[src/rtl/opnd_collect_if.sv]
// ---------------------------------------------------------------------------
// opnd_collect_if
// Bundles the register-read stage's bus signals:
//   - ID side     : in_valid/in_ready handshake, source indices, source-used
//                   flags and the opaque decoded payload
//   - writeback   : wb_valid strobe, destination index, data
//   - hazard unit : rs1/rs2 bypass (valid + value), ex_stall flag
//   - EX side     : out_valid/out_ready handshake, held indices, flags,
//                   operand values and payload
// Modports:
//   slave  : the register-read stage (opnd_collect)
//   master : the surrounding pipeline / environment driving the stage
// ---------------------------------------------------------------------------
interface opnd_collect_if #(
  parameter int XLEN      = 32,
  parameter int RIDX_W    = 5,
  parameter int PAYLOAD_W = 64
);
  logic                 in_valid;
  logic                 in_ready;
  logic [RIDX_W-1:0]    in_rs1;
  logic [RIDX_W-1:0]    in_rs2;
  logic                 in_has_rs1;
  logic                 in_has_rs2;
  logic [PAYLOAD_W-1:0] in_payload;

  logic                 wb_valid;
  logic [RIDX_W-1:0]    wb_rd;
  logic [XLEN-1:0]      wb_data;

  logic                 byp_rs1_valid;
  logic [XLEN-1:0]      byp_rs1_value;
  logic                 byp_rs2_valid;
  logic [XLEN-1:0]      byp_rs2_value;
  logic                 ex_stall;

  logic                 out_valid;
  logic                 out_ready;
  logic [RIDX_W-1:0]    out_rs1;
  logic [RIDX_W-1:0]    out_rs2;
  logic                 out_has_rs1;
  logic                 out_has_rs2;
  logic [XLEN-1:0]      out_rs1_value;
  logic [XLEN-1:0]      out_rs2_value;
  logic [PAYLOAD_W-1:0] out_payload;

  modport slave (
    input  in_valid, in_rs1, in_rs2, in_has_rs1, in_has_rs2, in_payload,
    output in_ready,
    input  wb_valid, wb_rd, wb_data,
    input  byp_rs1_valid, byp_rs1_value, byp_rs2_valid, byp_rs2_value, ex_stall,
    input  out_ready,
    output out_valid, out_rs1, out_rs2, out_has_rs1, out_has_rs2,
    output out_rs1_value, out_rs2_value, out_payload
  );

  modport master (
    output in_valid, in_rs1, in_rs2, in_has_rs1, in_has_rs2, in_payload,
    input  in_ready,
    output wb_valid, wb_rd, wb_data,
    output byp_rs1_valid, byp_rs1_value, byp_rs2_valid, byp_rs2_value, ex_stall,
    output out_ready,
    input  out_valid, out_rs1, out_rs2, out_has_rs1, out_has_rs2,
    input  out_rs1_value, out_rs2_value, out_payload
  );
endinterface

[src/rtl/opnd_collect.sv]
// ---------------------------------------------------------------------------
// opnd_collect
// Register-read stage. Owns the integer register file (x0 reads as zero),
// reads rs1/rs2 for instructions accepted from ID, holds them in the RD->EX
// pipeline register, keeps the held operands fresh from bypass/writeback
// while waiting, and releases to EX when the hazard unit reports no stall.
//
// Ports:
//   i_clk          clock, all state on rising edge
//   i_rst          synchronous reset, active-high
//   i_en           stage enable; 0 freezes the pipeline register
//                  (register-file writeback still commits)
//   i_flush        kill the held instruction (branch redirect)
//   io_bus         opnd_collect_if.slave (ID, writeback, hazard, EX sides)
//   o_stall_cycles stall-cycle counter, only when OPND_COLLECT_STALL_CNT_EN
//                  is defined
//
// Optional feature macro: OPND_COLLECT_STALL_CNT_EN
//   Adds o_stall_cycles, counting cycles with a held instruction, ex_stall
//   and en all high; saturating; cleared by reset and flush.
// ---------------------------------------------------------------------------
module opnd_collect #(
  parameter int XLEN      = 32,
  parameter int REG_CNT   = 32,
  parameter int PAYLOAD_W = 64
) (
  input  logic         i_clk,
  input  logic         i_rst,
  input  logic         i_en,
  input  logic         i_flush,
  opnd_collect_if.slave io_bus
`ifdef OPND_COLLECT_STALL_CNT_EN
  ,
  output logic [31:0]  o_stall_cycles
`endif
);

  localparam int RIDX_W = $clog2(REG_CNT);

  logic [XLEN-1:0]      r_regs [REG_CNT];

  logic                 r_valid;
  logic [RIDX_W-1:0]    r_rs1;
  logic [RIDX_W-1:0]    r_rs2;
  logic                 r_has_rs1;
  logic                 r_has_rs2;
  logic [PAYLOAD_W-1:0] r_payload;
  logic [XLEN-1:0]      r_op1;
  logic [XLEN-1:0]      r_op2;

  logic                 w_fire;
  logic                 w_in_ready;
  logic                 w_accept;
  logic                 w_wb_wr;
  logic [XLEN-1:0]      w_rd1;
  logic [XLEN-1:0]      w_rd2;
  logic                 w_wb_hit1;
  logic                 w_wb_hit2;

  // Handshake. in_ready is forced low during reset so nothing is taken while
  // the pipeline register is being cleared.
  assign w_fire     = r_valid & io_bus.out_ready & ~io_bus.ex_stall & i_en & ~i_flush;
  assign w_in_ready = ~i_rst & i_en & ~i_flush & (~r_valid | w_fire);
  assign w_accept   = io_bus.in_valid & w_in_ready;
  assign w_wb_wr    = io_bus.wb_valid & (io_bus.wb_rd != '0);

  // Source reads with write-through so a same-cycle writeback is not missed.
  always_comb begin
    w_rd1 = '0;
    if (io_bus.in_has_rs1 && (io_bus.in_rs1 != '0)) begin
      if (io_bus.wb_valid && (io_bus.wb_rd == io_bus.in_rs1)) begin
        w_rd1 = io_bus.wb_data;
      end else begin
        w_rd1 = r_regs[io_bus.in_rs1];
      end
    end
  end

  always_comb begin
    w_rd2 = '0;
    if (io_bus.in_has_rs2 && (io_bus.in_rs2 != '0)) begin
      if (io_bus.wb_valid && (io_bus.wb_rd == io_bus.in_rs2)) begin
        w_rd2 = io_bus.wb_data;
      end else begin
        w_rd2 = r_regs[io_bus.in_rs2];
      end
    end
  end

  // A writeback to a held, used, non-zero source refreshes the waiting operand.
  assign w_wb_hit1 = io_bus.wb_valid & (io_bus.wb_rd == r_rs1) & (r_rs1 != '0) & r_has_rs1;
  assign w_wb_hit2 = io_bus.wb_valid & (io_bus.wb_rd == r_rs2) & (r_rs2 != '0) & r_has_rs2;

  // Register file; writeback is independent of en. x0 is never written.
  always_ff @(posedge i_clk) begin
    if (i_rst) begin
      for (int i = 0; i < REG_CNT; i++) begin
        r_regs[i] <= '0;
      end
    end else if (w_wb_wr) begin
      r_regs[io_bus.wb_rd] <= io_bus.wb_data;
    end
  end

  // RD->EX pipeline register. Flush outranks everything else; with en low the
  // register is frozen (no accept, no fire, no refresh).
  always_ff @(posedge i_clk) begin
    if (i_rst) begin
      r_valid   <= 1'b0;
      r_rs1     <= '0;
      r_rs2     <= '0;
      r_has_rs1 <= 1'b0;
      r_has_rs2 <= 1'b0;
      r_payload <= '0;
      r_op1     <= '0;
      r_op2     <= '0;
    end else if (i_flush) begin
      r_valid <= 1'b0;
    end else if (i_en) begin
      if (w_accept) begin
        // Covers back-to-back fire+accept: the new instruction replaces the
        // departing one with no bubble.
        r_valid   <= 1'b1;
        r_rs1     <= io_bus.in_rs1;
        r_rs2     <= io_bus.in_rs2;
        r_has_rs1 <= io_bus.in_has_rs1;
        r_has_rs2 <= io_bus.in_has_rs2;
        r_payload <= io_bus.in_payload;
        r_op1     <= w_rd1;
        r_op2     <= w_rd2;
      end else if (w_fire) begin
        r_valid <= 1'b0;
      end else if (r_valid) begin
        // Waiting: bypass has priority over writeback.
        if (io_bus.byp_rs1_valid) begin
          r_op1 <= io_bus.byp_rs1_value;
        end else if (w_wb_hit1) begin
          r_op1 <= io_bus.wb_data;
        end
        if (io_bus.byp_rs2_valid) begin
          r_op2 <= io_bus.byp_rs2_value;
        end else if (w_wb_hit2) begin
          r_op2 <= io_bus.wb_data;
        end
      end
    end
  end

  assign io_bus.in_ready    = w_in_ready;
  assign io_bus.out_valid   = r_valid;
  assign io_bus.out_rs1     = r_rs1;
  assign io_bus.out_rs2     = r_rs2;
  assign io_bus.out_has_rs1 = r_has_rs1;
  assign io_bus.out_has_rs2 = r_has_rs2;
  assign io_bus.out_payload = r_payload;

  // A bypass presented in the fire cycle goes straight to EX.
  assign io_bus.out_rs1_value = io_bus.byp_rs1_valid ? io_bus.byp_rs1_value : r_op1;
  assign io_bus.out_rs2_value = io_bus.byp_rs2_valid ? io_bus.byp_rs2_value : r_op2;

`ifdef OPND_COLLECT_STALL_CNT_EN
  logic [31:0] r_stall_cycles;

  always_ff @(posedge i_clk) begin
    if (i_rst || i_flush) begin
      r_stall_cycles <= '0;
    end else if (r_valid && io_bus.ex_stall && i_en && (r_stall_cycles != 32'hFFFF_FFFF)) begin
      r_stall_cycles <= r_stall_cycles + 32'd1;
    end
  end

  assign o_stall_cycles = r_stall_cycles;
`endif

endmodule

[src/flat_wrapper.sv]
// flat-port wrapper written by rule: the top's interface ports become plain ports
module opnd_collect_flat 
#(
  parameter int XLEN      = 32,
  parameter int REG_CNT   = 32,
  parameter int PAYLOAD_W = 64
)
  (i_clk, i_rst, i_en, i_flush, io_bus_in_valid, io_bus_in_rs1, io_bus_in_rs2, io_bus_in_has_rs1, io_bus_in_has_rs2, io_bus_in_payload, io_bus_in_ready, io_bus_wb_valid, io_bus_wb_rd, io_bus_wb_data, io_bus_byp_rs1_valid, io_bus_byp_rs1_value, io_bus_byp_rs2_valid, io_bus_byp_rs2_value, io_bus_ex_stall, io_bus_out_ready, io_bus_out_valid, io_bus_out_rs1, io_bus_out_rs2, io_bus_out_has_rs1, io_bus_out_has_rs2, io_bus_out_rs1_value, io_bus_out_rs2_value, io_bus_out_payload);
  opnd_collect_if #(.XLEN(XLEN), .RIDX_W(5), .PAYLOAD_W(PAYLOAD_W)) io_bus_i ();
  input  logic i_clk;
  input  logic i_rst;
  input  logic i_en;
  input  logic i_flush;
  input wire logic [$bits(io_bus_i.in_valid)-1:0] io_bus_in_valid;
  input wire logic [$bits(io_bus_i.in_rs1)-1:0] io_bus_in_rs1;
  input wire logic [$bits(io_bus_i.in_rs2)-1:0] io_bus_in_rs2;
  input wire logic [$bits(io_bus_i.in_has_rs1)-1:0] io_bus_in_has_rs1;
  input wire logic [$bits(io_bus_i.in_has_rs2)-1:0] io_bus_in_has_rs2;
  input wire logic [$bits(io_bus_i.in_payload)-1:0] io_bus_in_payload;
  output wire logic [$bits(io_bus_i.in_ready)-1:0] io_bus_in_ready;
  input wire logic [$bits(io_bus_i.wb_valid)-1:0] io_bus_wb_valid;
  input wire logic [$bits(io_bus_i.wb_rd)-1:0] io_bus_wb_rd;
  input wire logic [$bits(io_bus_i.wb_data)-1:0] io_bus_wb_data;
  input wire logic [$bits(io_bus_i.byp_rs1_valid)-1:0] io_bus_byp_rs1_valid;
  input wire logic [$bits(io_bus_i.byp_rs1_value)-1:0] io_bus_byp_rs1_value;
  input wire logic [$bits(io_bus_i.byp_rs2_valid)-1:0] io_bus_byp_rs2_valid;
  input wire logic [$bits(io_bus_i.byp_rs2_value)-1:0] io_bus_byp_rs2_value;
  input wire logic [$bits(io_bus_i.ex_stall)-1:0] io_bus_ex_stall;
  input wire logic [$bits(io_bus_i.out_ready)-1:0] io_bus_out_ready;
  output wire logic [$bits(io_bus_i.out_valid)-1:0] io_bus_out_valid;
  output wire logic [$bits(io_bus_i.out_rs1)-1:0] io_bus_out_rs1;
  output wire logic [$bits(io_bus_i.out_rs2)-1:0] io_bus_out_rs2;
  output wire logic [$bits(io_bus_i.out_has_rs1)-1:0] io_bus_out_has_rs1;
  output wire logic [$bits(io_bus_i.out_has_rs2)-1:0] io_bus_out_has_rs2;
  output wire logic [$bits(io_bus_i.out_rs1_value)-1:0] io_bus_out_rs1_value;
  output wire logic [$bits(io_bus_i.out_rs2_value)-1:0] io_bus_out_rs2_value;
  output wire logic [$bits(io_bus_i.out_payload)-1:0] io_bus_out_payload;
  assign io_bus_i.in_valid = io_bus_in_valid;
  assign io_bus_i.in_rs1 = io_bus_in_rs1;
  assign io_bus_i.in_rs2 = io_bus_in_rs2;
  assign io_bus_i.in_has_rs1 = io_bus_in_has_rs1;
  assign io_bus_i.in_has_rs2 = io_bus_in_has_rs2;
  assign io_bus_i.in_payload = io_bus_in_payload;
  assign io_bus_in_ready = io_bus_i.in_ready;
  assign io_bus_i.wb_valid = io_bus_wb_valid;
  assign io_bus_i.wb_rd = io_bus_wb_rd;
  assign io_bus_i.wb_data = io_bus_wb_data;
  assign io_bus_i.byp_rs1_valid = io_bus_byp_rs1_valid;
  assign io_bus_i.byp_rs1_value = io_bus_byp_rs1_value;
  assign io_bus_i.byp_rs2_valid = io_bus_byp_rs2_valid;
  assign io_bus_i.byp_rs2_value = io_bus_byp_rs2_value;
  assign io_bus_i.ex_stall = io_bus_ex_stall;
  assign io_bus_i.out_ready = io_bus_out_ready;
  assign io_bus_out_valid = io_bus_i.out_valid;
  assign io_bus_out_rs1 = io_bus_i.out_rs1;
  assign io_bus_out_rs2 = io_bus_i.out_rs2;
  assign io_bus_out_has_rs1 = io_bus_i.out_has_rs1;
  assign io_bus_out_has_rs2 = io_bus_i.out_has_rs2;
  assign io_bus_out_rs1_value = io_bus_i.out_rs1_value;
  assign io_bus_out_rs2_value = io_bus_i.out_rs2_value;
  assign io_bus_out_payload = io_bus_i.out_payload;
  opnd_collect #(.XLEN(XLEN), .REG_CNT(REG_CNT), .PAYLOAD_W(PAYLOAD_W)) u_core (.i_clk(i_clk), .i_rst(i_rst), .i_en(i_en), .i_flush(i_flush), .io_bus(io_bus_i));
endmodule
[config.mk]
export PLATFORM = sky130hd
export DESIGN_NAME = opnd_collect_flat
export DESIGN_NICKNAME = d
export VERILOG_FILES = /design/src/rtl/opnd_collect_if.sv /design/src/rtl/opnd_collect.sv /design/src/flat_wrapper.sv
export SDC_FILE = /design/constraint.sdc
export NUM_CORES = 2
export LEC_CHECK = 0
export BUFFER_PORTS_ARGS = -buffer_cell sky130_fd_sc_hd__clkbuf_2
export CAP_MARGIN = 25
export CORE_UTILIZATION = 25
export CTS_CLUSTER_SIZE = 28
export DETAILED_ROUTE_END_ITERATION = 8
export PLACE_DENSITY = 0.51
export SLEW_MARGIN = 10
export SYNTH_ARGS = -nofsm -noshare
export SYNTH_HDL_FRONTEND = slang
export SYNTH_SLANG_ARGS = --single-unit
[constraint.sdc]
create_clock -name i_clk -period 2.3 [get_ports i_clk]
set_input_delay 0.115 -clock i_clk [delete_from_list [all_inputs] [get_ports i_clk]]
set_output_delay 0.115 -clock i_clk [all_outputs]
set_load 0.005 [all_outputs]
==> impl_metrics.py <==
metrics = {
    "cells_and_area": {
        "final_cell_mix": "1,024 x edfxtp_1, 994 x and2_1, 637 x mux4_2",
        "final_common_cell": "edfxtp_1",
        "seq_area_um2": 33600,
        "drive_gt1_share_pct": 35.1,
        "area_delta_synth_final_pct": 24.4,
        "fillers": 23800,
        "multi_input_area_um2": 26600,
        "fin_area_um2": 76700,
        "fin_nets": 5012,
    },
    "clock_tree": {
        "clockBufferDepth": 3,
        "cts-root-buf": "clkbuf_16",
        "cts_made_buffers": 130,
        "insertion_delay_ps": 780,
        "cts_tree": "yes",
        "cts_max_level": 4,
        "cts.clk_slew.worst_paths_ps": 70,
        "clkSinkCount": 1165,
    },
    "synthesis": {
        "synth_edf_count": 1024,
        "ys_top_cells_by_area": "edfxtp_1 50%, mux4_2 23%, and2_1 10%",
        "synth_area_per_cell_um2": 14.7,
        "yosys.cell_types.count": 47,
        "syn_inst": 4204,
        "yosysTopAreaCellShare_pct": 49.9,
        "synth-seq-cells": 1165,
        "synth_ff_type": "edfxtp_1",
        "ys_seq_area_share_pct": 54.4,
        "async_flop_share_pct": 0,
        "yosys.area.top_type": "edfxtp_1",
        "synth_warnings": 0,
        "syn_area_um2": 61700,
    },
    "die": {
        "dieArea_um2": 249000,
        "ios": 329,
        "coreArea_um2": 244000,
        "dieHeight_um": 499,
        "initial_core_util_pct": 25.3,
        "rows": 181,
        "die_w_um": 499,
    },
    "power_and_ir_drop": {
        "powerDensity_nw_per_um2": 682,
        "leakage_nw": 26.7,
        "irDropWorstVdd_mv": 0.777,
        "total_power_mw": 52.4,
    },
    "global_route": {
        "grt_pass1_vias": 42400,
        "grt_usage_pct": 18.9,
        "antenna_found_initial": 20,
        "grt_max_degree": 68,
        "grt_pass1_wl_mm": 332,
        "grt_overflow": 0,
    },
    "route": {
        "routed_wirelength_mm": 240,
        "wire_per_inst_um": 29.5,
        "firstDrtPassIters": 5,
        "vias": 41600,
        "drt-initial-drc-count": 4475,
        "drtAntennaViolNets": 0,
        "viasPerCell": 5.11,
        "drcViolationCount": 0,
    },
    "worst_setup_path": {
        "cp.required_ps": 2950,
        "worst_setup_path_start_kind": "register",
        "crit_type": "reg -> reg",
        "cp.arrival_ps": 2980,
        "crit_fanout": 9,
        "crit_path_end_kind": "register",
    },
    "timing": {
        "slew_viol_final": 0,
        "setup_tns_ps": -36.4,
        "relSlewSlack_pct": 42.8,
        "rsz0062_at_grt": "true",
        "clock.fmax_mhz": 429,
        "finClkSkew_ps": 22.5,
        "whs_ps": 77.4,
        "period_minus_slack_ps": 2330,
        "fin_crit_sh_pct": 101,
        "tightest_slew_ps": 858,
        "fin_ws_ps": -28.9,
        "setup_viol": 2,
        "finalHoldViolCount": 0,
    },
    "placement": {
        "hpwl_mm": 160,
        "dp_slack_ps": -617,
        "placed_area_um2": 70600,
        "place_congestion": 0.862,
        "numPortBuffers": 328,
    },
    "hold_path": {
        "hold_path_class": "in -> reg",
    },
    "status": {
        "outcome": "finished, violations left",
        "violations": "negative setup slack",
    },
    "job": {
        "maxCapViolCount": 0,
    },
}
## worst paths after layout
check | start | endpoint | slack (ps) | depth (start not counted)
setup / recovery | u_core.io_bus.out_rs1[2] | u_core.r_op1[26] | -30 | 9
hold / removal | io_bus_byp_rs1_valid | u_core.r_op1[30] | 80 | 5
setup reg to reg | u_core.io_bus.out_rs1[2] | u_core.r_op1[26] | -30 | 9
hold reg to reg | u_core.io_bus.out_payload[39] | u_core.io_bus.out_payload[39] | 450 | 2
## cells in the mapped netlist (all sizes together), types with 10 or more instances
cell type	n
a21oi	79
mux2	32
o21ai	67
inv	65
o31ai	31
dfxtp	141
clkbuf	321
mux2i	64
a221oi	63
o211ai	32
buf	127
nor2	77
or2	31
o221ai	32
a2111oi	32
nand2	286
edfxtp	1024
mux4	637
and2	994
xnor2	10
## area by class of cell
class	count	share of cell area [%]
tap	3202	5.22
clock inverter	75	0.827
multi-input combinational	2557	34.7
sequential	1165	43.8
inverter	65	0.318
antenna	10	0.0326
clock buffer	165	4.56
timing repair buffer	906	10.6
## worst max-delay path, cell delays in order (launching register included)
cell,delay [ps]
dfxtp_2,320
or4_4,540
a21oi_4,180
nor3_4,70
nand3b_1,120
buf_8,140
buf_12,150
clkbuf_16,200
o31ai_1,90
a2111oi_0,390
## flip-flops by register name, indices dropped and copies added (netlist names)
| register | cells |
|---|---|
| u_core.io_bus.out_rs2 | 5 |
| u_core.io_bus.out_valid | 1 |
| u_core.io_bus.out_has_rs1 | 1 |
| u_core.io_bus.out_payload | 64 |
| u_core.io_bus.out_rs1 | 5 |
| u_core.r_op1 | 32 |
| u_core.r_op2 | 32 |
| u_core.r_regs | 1024 |
| u_core.io_bus.out_has_rs2 | 1 |
## layer usage
layer	track usage (%)	vias to the layer above	wire length (µm)
met1	23.2	21900	92800
met5	0	-	57
met3	3.10	440	17100
li1	-	17300	-
met4	7.71	10	10600
met2	32.7	1933	120000
## where the power goes
group / total, mW / internal, mW / switching [mW] / leakage (nW)
Clock: 20.7 / 11.6 / 9.02 / 2.02
Sequential: 24.6 / 24.1 / 0.559 / 10.9
Combinational: 7.07 / 3.36 / 3.71 / 13.8
Total: 52.4 / 39.1 / 13.3 / 26.7
## logic make-up after synthesis
| group | Yosys count | synth area share (%) |
|---|---|---|
| compound gates | 346 | 3.90 |
| mux | 733 | 24.9 |
| flops | 1165 | 54.4 |
| other cells | 1 | 0.00608 |
| xor+xnor | 18 | 0.256 |
| simple gates | 1428 | 13.0 |
| buf+inv | 513 | 3.47 |
## repair_timing
action / CTS / global route
hold buffers: 152 / 0
endpoints found under the hold margin: 172 / 0
cloned: 0 / 5
setup buffers: 0 / 5
setup endpoints to repair: 6 / 53
gates resized for setup: 8 / 80
pin swaps: 0 / 20
## per-stage QoR
| stage | utilization [%] | cells |
|---|---|---|
| 6_report | 31.4 | 8145 |
| 5_1_grt | 31.4 | 8139 |
| 4_1_cts | 31.2 | 8125 |
| 3_5_place_dp | 28.9 | 7733 |
| 3_3_place_gp | 28.9 | 7733 |
| 2_1_floorplan | - | 4235 |
(Power assumes the default switching activity.)
